File: config.mk
export PLATFORM = sky130hd
export DESIGN_NAME = sa_min_tracker
export DESIGN_NICKNAME = d
export VERILOG_FILES = /design/src/rtl/sa_min_tracker.sv
export SDC_FILE = /design/constraint.sdc
export NUM_CORES = 1
export LEC_CHECK = 0
export CAP_MARGIN = 20
export CORE_MARGIN = 2
export CORE_UTILIZATION = 50
export CTS_BUF_LIST = sky130_fd_sc_hd__clkbuf_8 sky130_fd_sc_hd__clkbuf_16
export DETAILED_ROUTE_END_ITERATION = 16
export PLACE_DENSITY = 0.76
export SLEW_MARGIN = 40
export SYNTH_ARGS = -nofsm -noshare
export SYNTH_HDL_FRONTEND = slang
export SYNTH_SLANG_ARGS = --single-unit
File: constraint.sdc
create_clock -name m_clock -period 2.2 [get_ports m_clock]
set_clock_uncertainty 0.2 [all_clocks]
set_input_delay 0.44 -clock m_clock [delete_from_list [all_inputs] [get_ports m_clock]]
set_output_delay 0.44 -clock m_clock [all_outputs]
set_load 0.005 [all_outputs]
File: src/rtl/sa_min_tracker.sv
// Collects groups of N absolute-difference samples and presents sum, minimum and
// first-minimum index via valid/ready. Define SA_MAX_TRACK_EN to also track the maximum.
module sa_min_tracker #(
  parameter int W     = 10,
  parameter int N     = 16,
  parameter int IDX_W = 4,
  parameter int SUM_W = 14
) (
  input  logic             m_clock,
  input  logic             p_reset,
  input  logic             in_do,
  input  logic [W-1:0]     sa,
  input  logic             clr,
  input  logic             out_ready,
  output logic             out_valid,
  output logic [SUM_W-1:0] sum_out,
  output logic [W-1:0]     min_out,
  output logic [IDX_W-1:0] min_idx,
  output logic             busy,
  output logic             ovf
`ifdef SA_MAX_TRACK_EN
  ,
  output logic [W-1:0]     max_out,
  output logic [IDX_W-1:0] max_idx
`endif
);

  typedef enum logic [1:0] {IDLE, ACC, HOLD} state_t;

  state_t state, state_nx;

  logic [IDX_W-1:0] count, run_min_idx, min_idx_nx;
  logic [SUM_W-1:0] sum, sum_nx;
  logic [W-1:0]     run_min, min_nx;
  logic             take, accept, drop, first, last;
`ifdef SA_MAX_TRACK_EN
  logic [W-1:0]     run_max, max_nx;
  logic [IDX_W-1:0] run_max_idx, max_idx_nx;
`endif

  // Accumulators are cleared on entering HOLD, so a sample taken on the accept edge
  // naturally becomes index 0 of the next group.
  always_comb begin
    first      = (count == '0);
    last       = (count == IDX_W'(N - 1));
    sum_nx     = sum + SUM_W'(sa);
    min_nx     = run_min;
    min_idx_nx = run_min_idx;
    if (first || (sa < run_min)) begin
      min_nx     = sa;
      min_idx_nx = count;
    end
`ifdef SA_MAX_TRACK_EN
    max_nx     = run_max;
    max_idx_nx = run_max_idx;
    if (first || (sa > run_max)) begin
      max_nx     = sa;
      max_idx_nx = count;
    end
`endif
    take     = 1'b0;
    accept   = 1'b0;
    drop     = 1'b0;
    state_nx = state;
    if (clr) begin
      state_nx = IDLE;
    end else begin
      case (state)
        IDLE, ACC: begin
          if (in_do) begin
            take     = 1'b1;
            state_nx = last ? HOLD : ACC;
          end
        end
        HOLD: begin
          if (out_ready) begin
            accept   = 1'b1;
            take     = in_do;
            state_nx = in_do ? ACC : IDLE;
          end else if (in_do) begin
            drop = 1'b1;
          end
        end
        default: state_nx = IDLE;
      endcase
    end
  end

  always_ff @(posedge m_clock) begin
    if (p_reset) begin
      state       <= IDLE;
      count       <= '0;
      sum         <= '0;
      run_min     <= '1;
      run_min_idx <= '0;
      out_valid   <= 1'b0;
      busy        <= 1'b0;
      ovf         <= 1'b0;
      sum_out     <= '0;
      min_out     <= '0;
      min_idx     <= '0;
`ifdef SA_MAX_TRACK_EN
      run_max     <= '0;
      run_max_idx <= '0;
      max_out     <= '0;
      max_idx     <= '0;
`endif
    end else begin
      state     <= state_nx;
      busy      <= (state_nx == ACC);
      out_valid <= (state_nx == HOLD);
      if (clr || accept) begin
        ovf <= 1'b0;
      end else if (drop) begin
        ovf <= 1'b1;
      end
      if (clr || (take && last)) begin
        count       <= '0;
        sum         <= '0;
        run_min     <= '1;
        run_min_idx <= '0;
`ifdef SA_MAX_TRACK_EN
        run_max     <= '0;
        run_max_idx <= '0;
`endif
      end else if (take) begin
        count       <= count + 1'b1;
        sum         <= sum_nx;
        run_min     <= min_nx;
        run_min_idx <= min_idx_nx;
`ifdef SA_MAX_TRACK_EN
        run_max     <= max_nx;
        run_max_idx <= max_idx_nx;
`endif
      end
      if (!clr && take && last) begin
        sum_out <= sum_nx;
        min_out <= min_nx;
        min_idx <= min_idx_nx;
`ifdef SA_MAX_TRACK_EN
        max_out <= max_nx;
        max_idx <= max_idx_nx;
`endif
      end
    end
  end

endmodule

== Yosys cells after proc, flatten, opt, wreduce, memory -nomap -nowiden ==
Index checks and enable logic that the tools add are counted.
Operators by class
  magnitude comparators: 1
  equal/unequal tests: 5
  reduce and logical (&&, ||, !) cells: 12
  add/subtract/negate cells: 2
  mux-type cells: 18
Operators by type and width (number)
  adder 14 x 10 -> 14 bit: 1
  < comparator 10 bit: 1
  two-way mux 1 bit: 10
  two-way mux 10 bit: 1
  two-way mux 2 bit: 4
  OR reduction 2 bit: 3
  adder 4 x 1 -> 4 bit (second input constant): 1
  equality test 2 x 1 -> 1 bit (second input constant): 2
  equality test 2 bit (second input constant): 2
  equality test 4 bit (second input constant): 1
  logical NOT 4 bit: 1
  two-way mux 4 bit: 1
  one-hot mux 2 bit (2 select lines): 1
  logical AND 1 bit: 3
  logical OR 1 bit: 3
  logical NOT 2 bit: 1
  one-hot mux 1 bit (2 select lines): 1
  logical NOT 1 bit: 1
Storage, ports and cells
  output and inout port bits: 31
  flip-flop bits (word level): 65
  logic and storage cells: 49

== Logic depth before layout (Yosys ltp) ==
Gate-level depths: netlist of the first run.
  depth in word-level cells: 7
  mapped depth: 9

== Worst setup path before layout of the first run ==
Ideal clock, no wire load.
  path kind: input port to flip-flop
  from: input port sa[0]
  to: register sum_out[12]
  stages on the path: 9
  slack: -0.108 ns
  arrival: 2.023 ns
  setup time: 0.086 ns
  cell sequence: ha_1 -> inv_1 -> fa_1 -> nor2b_1 -> o31a_1 -> o21a_1 -> o311ai_1 -> xor2_1 -> a211oi_1
On the way
  longest elaborated chain between the ends: 1
RTL lines
  start, declared: RTL line 12  | input logic [W-1:0] sa,
  adder 14 x 10 -> 14 bit: RTL line 46  | sum_nx = sum + SUM_W'(sa);
  end signal, assigned: RTL line 137  | sum_out <= sum_nx;
  end, declared: RTL line 16  | output logic [SUM_W-1:0] sum_out,
Every way passes these cells.
A chain may end at the register's enable or synchronous reset.

== Final worst setup path of the first run ==
  from: input port sa[6]
  to: register run_min_idx[1]
On the way
  longest elaborated chain between the ends: 3
RTL lines
  < comparator 10 bit: RTL line 49  | if (first || (sa < run_min)) begin
  logical OR 1 bit: RTL line 49
  two-way mux 4 bit: RTL line 49
  end signal, assigned: RTL line 130  | run_min_idx <= min_idx_nx;
  end, declared: RTL line 32  | logic [IDX_W-1:0] count, run_min_idx, min_idx_nx;
Every way passes these cells.

==> results of run 1 <==
[sequential cells by signal, indices dropped and copies added, names as in the netlist, 2 cells and up]
| register | cells |
|---|---|
| sum_out | 14 |
| run_min_idx | 4 |
| sum | 14 |
| run_min | 10 |
| min_idx | 4 |
| state | 2 |
| min_out | 10 |
| count | 4 |
[cell type report]
class,instances,area (sq um),area share
clock inverter,4,43.79,0.008383
clock buffer,11,151.4,0.02898
multi-input combinational,323,2432,0.4656
timing repair buffer,128,1095,0.2096
inverter,20,75.07,0.01437
tap,96,120.1,0.02299
sequential,65,1306,0.2501
[worst max-delay path, delay by kind of cell]
kind / cells / cell delay, ns
adder cells (fa/ha/maj): 1 / 0.33
buffers and inverters: 3 / 0.69
AO/OA/AOI/OAI: 5 / 0.97
[report_power, final]
group	total (mW)	internal, mW	leakage [nW]	switching, mW
clock network	1.04	0.571	0.106	0.465
registers	1.22	1.20	0.525	0.0188
logic	0.620	0.271	1.43	0.350
total	2.87	2.04	2.06	0.833
[layer usage]
| layer | wire length (um) | global-route usage |
|---|---|---|
| met1 | 4664 | 0.3418 |
| met2 | 5751 | 0.4704 |
| met3 | 892 | 0.04336 |
| met4 | 272 | 0.08815 |
| met5 | 0 | 0 |
[cells in the mapped netlist, drive strengths merged (4+ instances only)]
cell    number
xor2         5
a211oi       9
buf         16
nor4        15
ha          21
a21oi       45
xnor2        9
nand4        4
nand3       30
nor2        21
and2         4
o21ai       26
inv         20
o31ai       17
clkbuf      11
nand2b       5
nand2       59
nor3         6
dfxtp       65
[path summary, 6_finish.rpt]
kind	start	end	slack, ns	cells past startpoint
worst min register to register	min_out[5]$_SDFFE_PP0P_	min_out[5]$_SDFFE_PP0P_	0.26	2
worst min-delay path	sa[0]	run_min[0]$_SDFFE_PP1P_	0.22	3
worst max-delay path	sa[6]	run_min_idx[1]$_SDFFE_PP0P_	-0.16	9
worst max register to register	run_min[7]$_SDFFE_PP1P_	run_min_idx[1]$_SDFFE_PP0P_	-0.10	9
[per-stage QoR]
stage / hold WS [ns] / power, mW / std cells / setup WS [ns] / setup TNS, ns
2_1_floorplan: 0.2356 / 1.505 / 433 / -0.01180 / -0.01582
3_3_place_gp: 0.2360 / 1.699 / 624 / -0.7467 / -29.00
3_5_place_dp: 0.2412 / 1.714 / 624 / -0.8166 / -30.47
4_1_cts: 0.2579 / 2.750 / 640 / -0.04253 / -0.2351
5_1_grt: 0.2288 / 2.958 / 647 / -0.2509 / -5.075
6_report: 0.2162 / 2.872 / 647 / -0.1568 / -1.809
[cell families (layout without fill, tap and decap cells)]
logic type / count (synthesis) / in the layout / synth area share
xor gates and xnor gates: 14 / 14 / 0.03464
buffers and inverters: 47 / 163 / 0.06009
adders and majority gates: 22 / 22 / 0.07989
DFF: 65 / 65 / 0.3676
AOI/OAI and AO/OA: 125 / 127 / 0.2386
and+or+nand+nor: 160 / 160 / 0.2192
[what timing repair did]
action                     CTS  global route
gates resized for setup     40            65
pin swaps                   17            49
setup buffers                0             5
setup endpoints to repair   48            51
gates cloned                 1             2
hold buffers                 0             0
==> results.py, run 1 <==
metrics = {
    "global_routing": {
        "grt_usage": 0.2701,
        "grt_first_pass_wirelength_um": 16350,
        "grt_pass1_vias": 3486,
        "grt_max_degree": 25,
        "antenna_found_initial": 0,
        "grt.overflow.total": 0,
    },
    "hold_path": {
        "min_path_type": "in2reg",
    },
    "clock_tree": {
        "cts_buffers": 9,
        "clock_latency_ns": 0.35,
        "clkSinkCount": 65,
        "cts_max_path_buffers": 2,
        "clk_pin_slew_ns": 0.07,
        "clock_tree.root_cell": "clkbuf_8",
        "cts_tree": "yes",
        "cts_max_level": 3,
    },
    "synthesis": {
        "syn_area_per_cell_sq_um": 8.175,
        "syn_nets": 470,
        "synthCells": 433,
        "synth_cell_type_count": 54,
        "yosysTopAreaCellShare": 0.3676,
        "seq_area_frac_synth": 0.3676,
        "ys_warn_count": 0,
        "synth.largest_area_cell": "dfxtp_1",
        "async_flop_share": 0,
        "synth-edff-count": 0,
        "ys_top_cells_by_area": "dfxtp_1 (37%), ha_1 (7.4%), a21oi_1 (6.2%)",
        "syn_area_sq_um": 3540,
        "synth-seq-cells": 65,
        "ys.flop_type": "dfxtp_1",
    },
    "timing": {
        "rsz0062_at_grt": "yes",
        "finalSetupViolCount": 33,
        "max_freq_mhz": 424.3,
        "period_minus_slack_ns": 2.357,
        "slew_violations": 0,
        "worst_slack_ns": -0.1568,
        "worst_pin_slew_ns": 0.5171,
        "period_share": 1.071,
        "slew_headroom": 0.6526,
        "hold_violations": 0,
    },
    "route": {
        "drc": 0,
        "first_pass_iters": 5,
        "vias": 3880,
        "ant_nets": 0,
        "avgViaCountPerCell": 5.997,
        "wl_per_cell_um": 17.90,
        "wl_um": 11580,
        "drt_iter0_markers": 329,
    },
    "power": {
        "vdd_drop_max_mv": 0.5068,
        "p_leak_nw": 2.064,
        "power_density_nw_per_um2": 549.8,
    },
    "die": {
        "num_rows": 30,
        "die_x_um": 88.14,
        "dieArea_sq_um": 7769,
        "die_h_um": 88.14,
        "core_sq_um": 6832,
        "io_pins": 46,
        "start_util": 0.5181,
    },
    "setup_path": {
        "crit_fanout": 6,
        "worstSetupPathType": "in2reg",
        "endpoint_kind": "register",
        "cp-start-kind": "input pin",
        "required_ns": 2.27,
        "path_cells": "clkdlybuf4s15_1 -> ha_1 -> a21oi_2 -> o21ai_4 -> buf_4 -> a2111oi_4 -> buf_6 -> o21ai_2 -> a21oi_1",
        "slowest_stage": "a2111oi_4",
        "cp_data_arrival_time_ns": 2.43,
        "cp_slowest_stage_delay_ns": 0.34,
    },
    "layout": {
        "post-route-util": 0.7647,
        "fill_cells": 446,
        "final_common_cell": "buf_4",
        "antenna_cells": 0,
        "drive_above_1_share": 0.3230,
        "layout.nets": 584,
        "mostFrequentLayoutCells": "buf_4 (77), dfxtp_1 (61), nand2_1 (57), a21oi_1 (35), clkdlybuf4s50_1 (34)",
        "syn_to_final_growth_pct": 47.58,
        "final_cell_area_sq_um": 5224,
    },
    "placed_design": {
        "dpl-instance-area_sq_um": 4622,
        "dp_hpwl_um": 7094,
        "routabilityCongestion": 0.8562,
        "io_buffers": 45,
    },
    "job": {
        "maxCapViolations": 0,
    },
    "outcome": {
        "status": "finished, violations left",
        "violations": "negative setup slack",
    },
}
Power figures use the tool's default switching activity.
==> run 2: changes to the inputs <==
==> constraint.sdc (replaced) <==
create_clock -name m_clock -period 2.2 [get_ports m_clock]
set_clock_uncertainty 0.2 [all_clocks]
set_input_delay 0.55 -clock m_clock [delete_from_list [all_inputs] [get_ports m_clock]]
set_output_delay 0.55 -clock m_clock [all_outputs]
set_load 0.005 [all_outputs]
==> run 2 against run 1 <==
  * The run still ends with negative setup slack left
  * Critical endpoint is now min_out[2]$_SDFFE_PP0P_
  * Utilization grew 5.8 points
  * Fmax fell by 0.61%
  * Critical path type unchanged
  * Sequential share of layout area is 1.7 points lower
  * Hold slack better by 0.045 ns
  * Largest cell class unchanged
==> results.py, run 2 (synthesis gave the netlist of run 1 again) <==
metrics = {
    "die": {
        "die_x_um": 88.14,
        "io_pins": 46,
        "die_h_um": 88.14,
        "start_util": 0.5181,
        "num_rows": 30,
        "dieArea_sq_um": 7769,
        "core_sq_um": 6832,
    },
    "setup_path": {
        "reg2reg_depth": 10,
        "endpoint_kind": "register",
        "rr_startpoint": "run_min[3]$_SDFFE_PP1P_",
        "cp-start-kind": "input pin",
        "rr_endpoint": "min_out[2]$_SDFFE_PP0P_",
        "worstSetupStartpoint": "sa[8]",
        "worstSetupPathType": "in2reg",
        "cp_data_arrival_time_ns": 2.40,
        "required_ns": 2.22,
        "reg2reg_slack_ns": -0.13,
        "crit_fanout": 8,
    },
    "hold_path": {
        "min_from": "sum_out[0]$_SDFFE_PP0P_",
        "min_path_type": "reg2reg",
        "holdPathEnd": "sum_out[0]$_SDFFE_PP0P_",
        "min_path_cells": 2,
    },
    "route": {
        "avgViaCountPerCell": 6.139,
        "wl_per_cell_um": 19.85,
        "drt_iter0_markers": 410,
        "first_pass_iters": 5,
        "met3_length_um": 820,
        "vias": 3984,
        "ant_nets": 0,
        "wl_um": 12880,
        "route.top_layer_used": "met4",
        "drc": 0,
        "wl_met1_um": 5052,
        "wl_met2_um": 6415,
    },
    "timing": {
        "worst_pin_slew_ns": 0.5534,
        "hold_violations": 0,
        "period_minus_slack_ns": 2.371,
        "worst_slack_ns": -0.1712,
        "finalSetupViolCount": 28,
        "period_share": 1.078,
        "slew_violations": 0,
        "whs_ns": 0.2607,
        "rsz0062_at_grt": "yes",
        "slew_headroom": 0.6306,
        "max_freq_mhz": 421.7,
    },
    "placed_design": {
        "io_buffers": 45,
        "routabilityCongestion": 0.8434,
        "dp_hpwl_um": 7153,
    },
    "global_routing": {
        "grt.overflow.total": 0,
        "grt_pass1_vias": 3800,
        "grt_usage": 0.3120,
        "antenna_found_initial": 0,
        "grt_first_pass_wirelength_um": 18610,
        "grt_max_degree": 17,
    },
    "power": {
        "seqPwrFrac": 0.387,
        "p_leak_nw": 2.133,
        "internal-power_mw": 2.236,
        "pwr-share-clk": 0.381,
        "vdd_drop_max_mv": 0.3649,
        "power_density_nw_per_um2": 559.3,
        "p_total_mw": 3.142,
        "power.switching_mw": 0.9064,
        "sw_frac_of_total": 0.2885,
        "p_comb_frac": 0.232,
    },
    "clock_tree": {
        "cts_max_path_buffers": 2,
        "cts_tree": "yes",
        "cts_max_level": 3,
        "cts_hold_buf": 0,
        "clock_tree.root_cell": "clkbuf_8",
        "clk_pin_slew_ns": 0.08,
        "clock_latency_ns": 0.35,
        "clkSinkCount": 65,
        "cts_buffers": 9,
    },
    "layout": {
        "final_common_cell": "buf_4",
        "mostFrequentLayoutCells": "buf_4 (71), dfxtp_1 (60), nand2_1 (56), clkdlybuf4s50_1 (33), a21oi_1 (28)",
        "layout.nets": 586,
        "fill_cells": 367,
        "antenna_cells": 0,
        "syn_to_final_growth_pct": 58.71,
        "reg_top3": "sum: 14 flops, sum_out: 14 flops",
        "drive_above_1_share": 0.3942,
    },
    "job": {
        "maxCapViolations": 0,
    },
    "outcome": {
        "status": "finished, violations left",
        "violations": "negative setup slack",
    },
}
[run 2: changes by cell type in the layout (fill, tap and decap cells not counted), moves of 4 or more]
cell / previous run / this run
o21ai_4: 3 / 7
nand3_2: 8 / 15
a21oi_1: 35 / 28
nand3_1: 22 / 13
nor4_2: 2 / 9
ha_1: 14 / 9
buf_4: 77 / 71
o21ai_2: 14 / 7
buf_6: 4 / 12
ha_4: 7 / 11
a21oi_2: 7 / 14
nor4_1: 13 / 4
[run 2: layer usage]
layer / GRT usage / vias up
met2: 0.5379 / 225
met5: 0 / -
met1: 0.3778 / 1905
li1: - / 1792
met4: 0.1529 / 0
met3: 0.04995 / 62
[run 2: critical path, stage by stage]
cell             delay [ns]
clkdlybuf4s15_2        0.26
ha_1                   0.33
nand2_2                0.08
o21ai_4                0.35
buf_6                  0.16
nor2_4                 0.05
buf_6                  0.13
nor4_1                 0.34
o31ai_1                0.14
[run 2: worst max-delay path by stage]
stage | cells past startpoint | end | slack, ns
floorplan | 9 | sum_out[12]$_SDFFE_PP0P_ | -0.12
global placement | 10 | sum_out[12]$_SDFFE_PP0P_ | -0.84
detailed placement | 10 | sum_out[12]$_SDFFE_PP0P_ | -0.89
CTS | 9 | sum_out[12]$_SDFFE_PP0P_ | -0.07
global route | 10 | run_min[7]$_SDFFE_PP1P_ | -0.18
finish | 9 | min_out[2]$_SDFFE_PP0P_ | -0.17
[run 2: layout make-up]
class | instances | area, sq um | share of cell area
multi-input combinational | 321 | 2688 | 0.4784
clock buffer | 12 | 165.2 | 0.02940
timing repair buffer | 132 | 1199 | 0.2134
sequential | 65 | 1308 | 0.2327
tap | 96 | 120.1 | 0.02138
clock inverter | 3 | 63.81 | 0.01136
inverter | 20 | 75.07 | 0.01336
[run 2: repair_timing]
item,in CTS,in global routing
endpoints found under the setup margin,48,59
buffers inserted,6,5
resized for setup,91,67
pin swaps,47,34
gates cloned,4,0
[run 2: through the flow]
stage / instance area, sq um / TNS [ns] / cells / worst slack, ns / util
6_report: 5618 / -1.651 / 649 / -0.1712 / 0.8223
5_1_grt: 5618 / -3.939 / 649 / -0.1776 / 0.8223
4_1_cts: 5300 / -0.4197 / 644 / -0.06928 / 0.7758
3_5_place_dp: 4681 / -34.70 / 619 / -0.8877 / 0.6852
3_3_place_gp: 4681 / -33.00 / 619 / -0.8420 / 0.6852
2_1_floorplan: 3680 / -0.6551 / 433 / -0.1218 / -
[run 2: power by group through the flow]
stage / Clock, mW / Combinational (mW) / Sequential [mW]
final: 1.20 / 0.728 / 1.22
after global routing: 1.25 / 0.765 / 1.22
after CTS: 1.19 / 0.600 / 1.21
after detailed placement: 0 / 0.499 / 1.24
after global placement: 0 / 0.485 / 1.24
after floorplan: 0 / 0.297 / 1.24
==> patch: new RTL, flow settings as in run 2 <==
Build with the macro `SA_MAX_TRACK_EN` defined.
--- a/src/rtl/sa_min_tracker.sv
+++ b/src/rtl/sa_min_tracker.sv
@@ -1,5 +1,7 @@
 // Collects groups of N absolute-difference samples and presents sum, minimum and
 // first-minimum index via valid/ready. Define SA_MAX_TRACK_EN to also track the maximum.
+`define SA_MAX_TRACK_EN
+
 module sa_min_tracker #(
   parameter int W     = 10,
   parameter int N     = 16,
Formal check against the unedited RTL (old outputs only; new: max_idx and max_out): equivalent (equiv_simple and equiv_induct, registers matched by name and starting in step).
==> patch against run 2 <==
  * The run still ends with setup timing left
  * Via count grew 33%
  * Sequential cell count up 28
  * Core utilization up 3.7 points
  * Synthesized area increased by 31%
  * Die area up 29%
  * Count of clock-buffer cells in the layout shrank 1
  * Design area rose by 39%
  * Fmax down 8.5%
  * Setup slack got worse by 220 ps
  * Power rose by 16%
  * Sequential share of layout area increased by 0.74 points
  * Routed wire length rose by 59%
  * Final cell count increased by 25%
  * Highest routed layer unchanged
==> patch: results <==
group,metric,value,unit
timing,worst_slack,-393,ps
global_routing,gr-usage-all-layers,33.8,%
layout,nFillCells,419,
global_routing,grt_pass1_vias,5059,
clock_network,cts_made_buffers,9,
power,intPower,2.55,mW
timing,hold_ws,265,ps
placement,dp_slack,-926,ps
clock_network,cts.path.max_buffers,2,
clock_network,cts_root_buffer,"clkbuf_8",
power,pg_comb,0.792,mW
placement,place.gp.congestion,0.886,
detailed_routing,vias,5294,
setup_path,reg2reg_slack,-380,ps
detailed_routing,post_drt_via_cell_ratio,6.52,
power,pwr-share-clk,31.2,%
setup_path,crit_start,"sa[8]",
timing,tns,-15440,ps
global_routing,grt_pass1_wl,26600,um
detailed_routing,dr.first_iter.drc_count,333,
global_routing,grt_antenna_before_repair,0,
setup_path,endpoint_kind,"flop",
setup_path,endpoint,"run_max[0]$_SDFFE_PP0N_",
setup_path,crit_family,"compound AO/OA/AOI/OAI gates",
detailed_routing,wl,20500,um
outcome,violations,"setup timing",
min_path,hold_path_end,"sum_out[5]$_SDFFE_PP0P_",
synth,async_flop_share,0,%
layout,layout.nets,744,
placement,dpl.cell_count,756,
min_path,min_from,"sum_out[5]$_SDFFE_PP0P_",
synth,syn_nets,582,
clock_network,clock_latency,370,ps
setup_path,slowest_stage,"a2111o_1",
setup_path,arrival,2670,ps
synth,synthTopCellsByArea,"dfxtp_1, ha_1, nand2_1",
synth,yosysSeqAreaShare,40.2,%
synth,synth_common_cells,"dfxtp_1, nand2_1, nor2_1",
min_path,min_path_type,"reg2reg",
layout,layout-drive-gt1-share,45.6,%
clock_network,post_cts_buffers,26,
placement,place_area,6240,um^2
setup_path,crit_fanout,6,
setup_path,reg2regPathDepth,11,
outcome,outcome,"finished with violations",
clock_network,cts-resized-gates,150,
placement,place_hpwl,9680,um
timing,setup_violations,71,
placement,portBuffers,59,
synth,syn_area_per_cell,8.66,um^2
power,power_leakage,2.82,nW
power,peakVddDrop,336,uV
detailed_routing,firstDrtPassIters,5,
timing,relSlewSlack,74.5,%
setup_path,rr_startpoint,"run_max[8]$_SDFFE_PP0N_",
global_routing,grt_overflow,0,
power,power.density,466,nW/um^2
clock_network,htreeDepth,3,
global_routing,grt_max_degree,31,
setup_path,cpPeakStageDelay,380,ps
[patch: kinds of logic (layout without fill, tap and decap cells)]
family,Yosys count,count (layout),share of synthesized area (%)
fa+ha+maj,32,32,8.80
buf+inv,60,226,6.29
flops,93,93,40.2
compound gates,127,127,19.8
simple gates,193,193,18.9
xor+xnor,16,16,3.02
mux,14,14,3.02
[patch: cell type report]
class	count	area (um^2)	share of cell area [%]
clock buffer	11	151	1.93
sequential	93	1880	24.0
inverter	27	104	1.33
tap	111	139	1.77
clock inverter	4	32.5	0.415
multi-input combinational	382	3650	46.6
timing repair buffer	184	1870	23.9
[patch: metal layers]
| metal | wire (um) | vias to the layer above | share of wire (%) | global-route usage [%] |
|---|---|---|---|---|
| li1 | - | 2231 | - | - |
| met1 | 7460 | 2519 | 36 | 39.6 |
| met2 | 9590 | 391 | 47 | 58.8 |
| met3 | 1850 | 153 | 9.0 | 7.59 |
| met4 | 1600 | 0 | 7.8 | 15.2 |
| met5 | 0 | - | 0 | 0 |
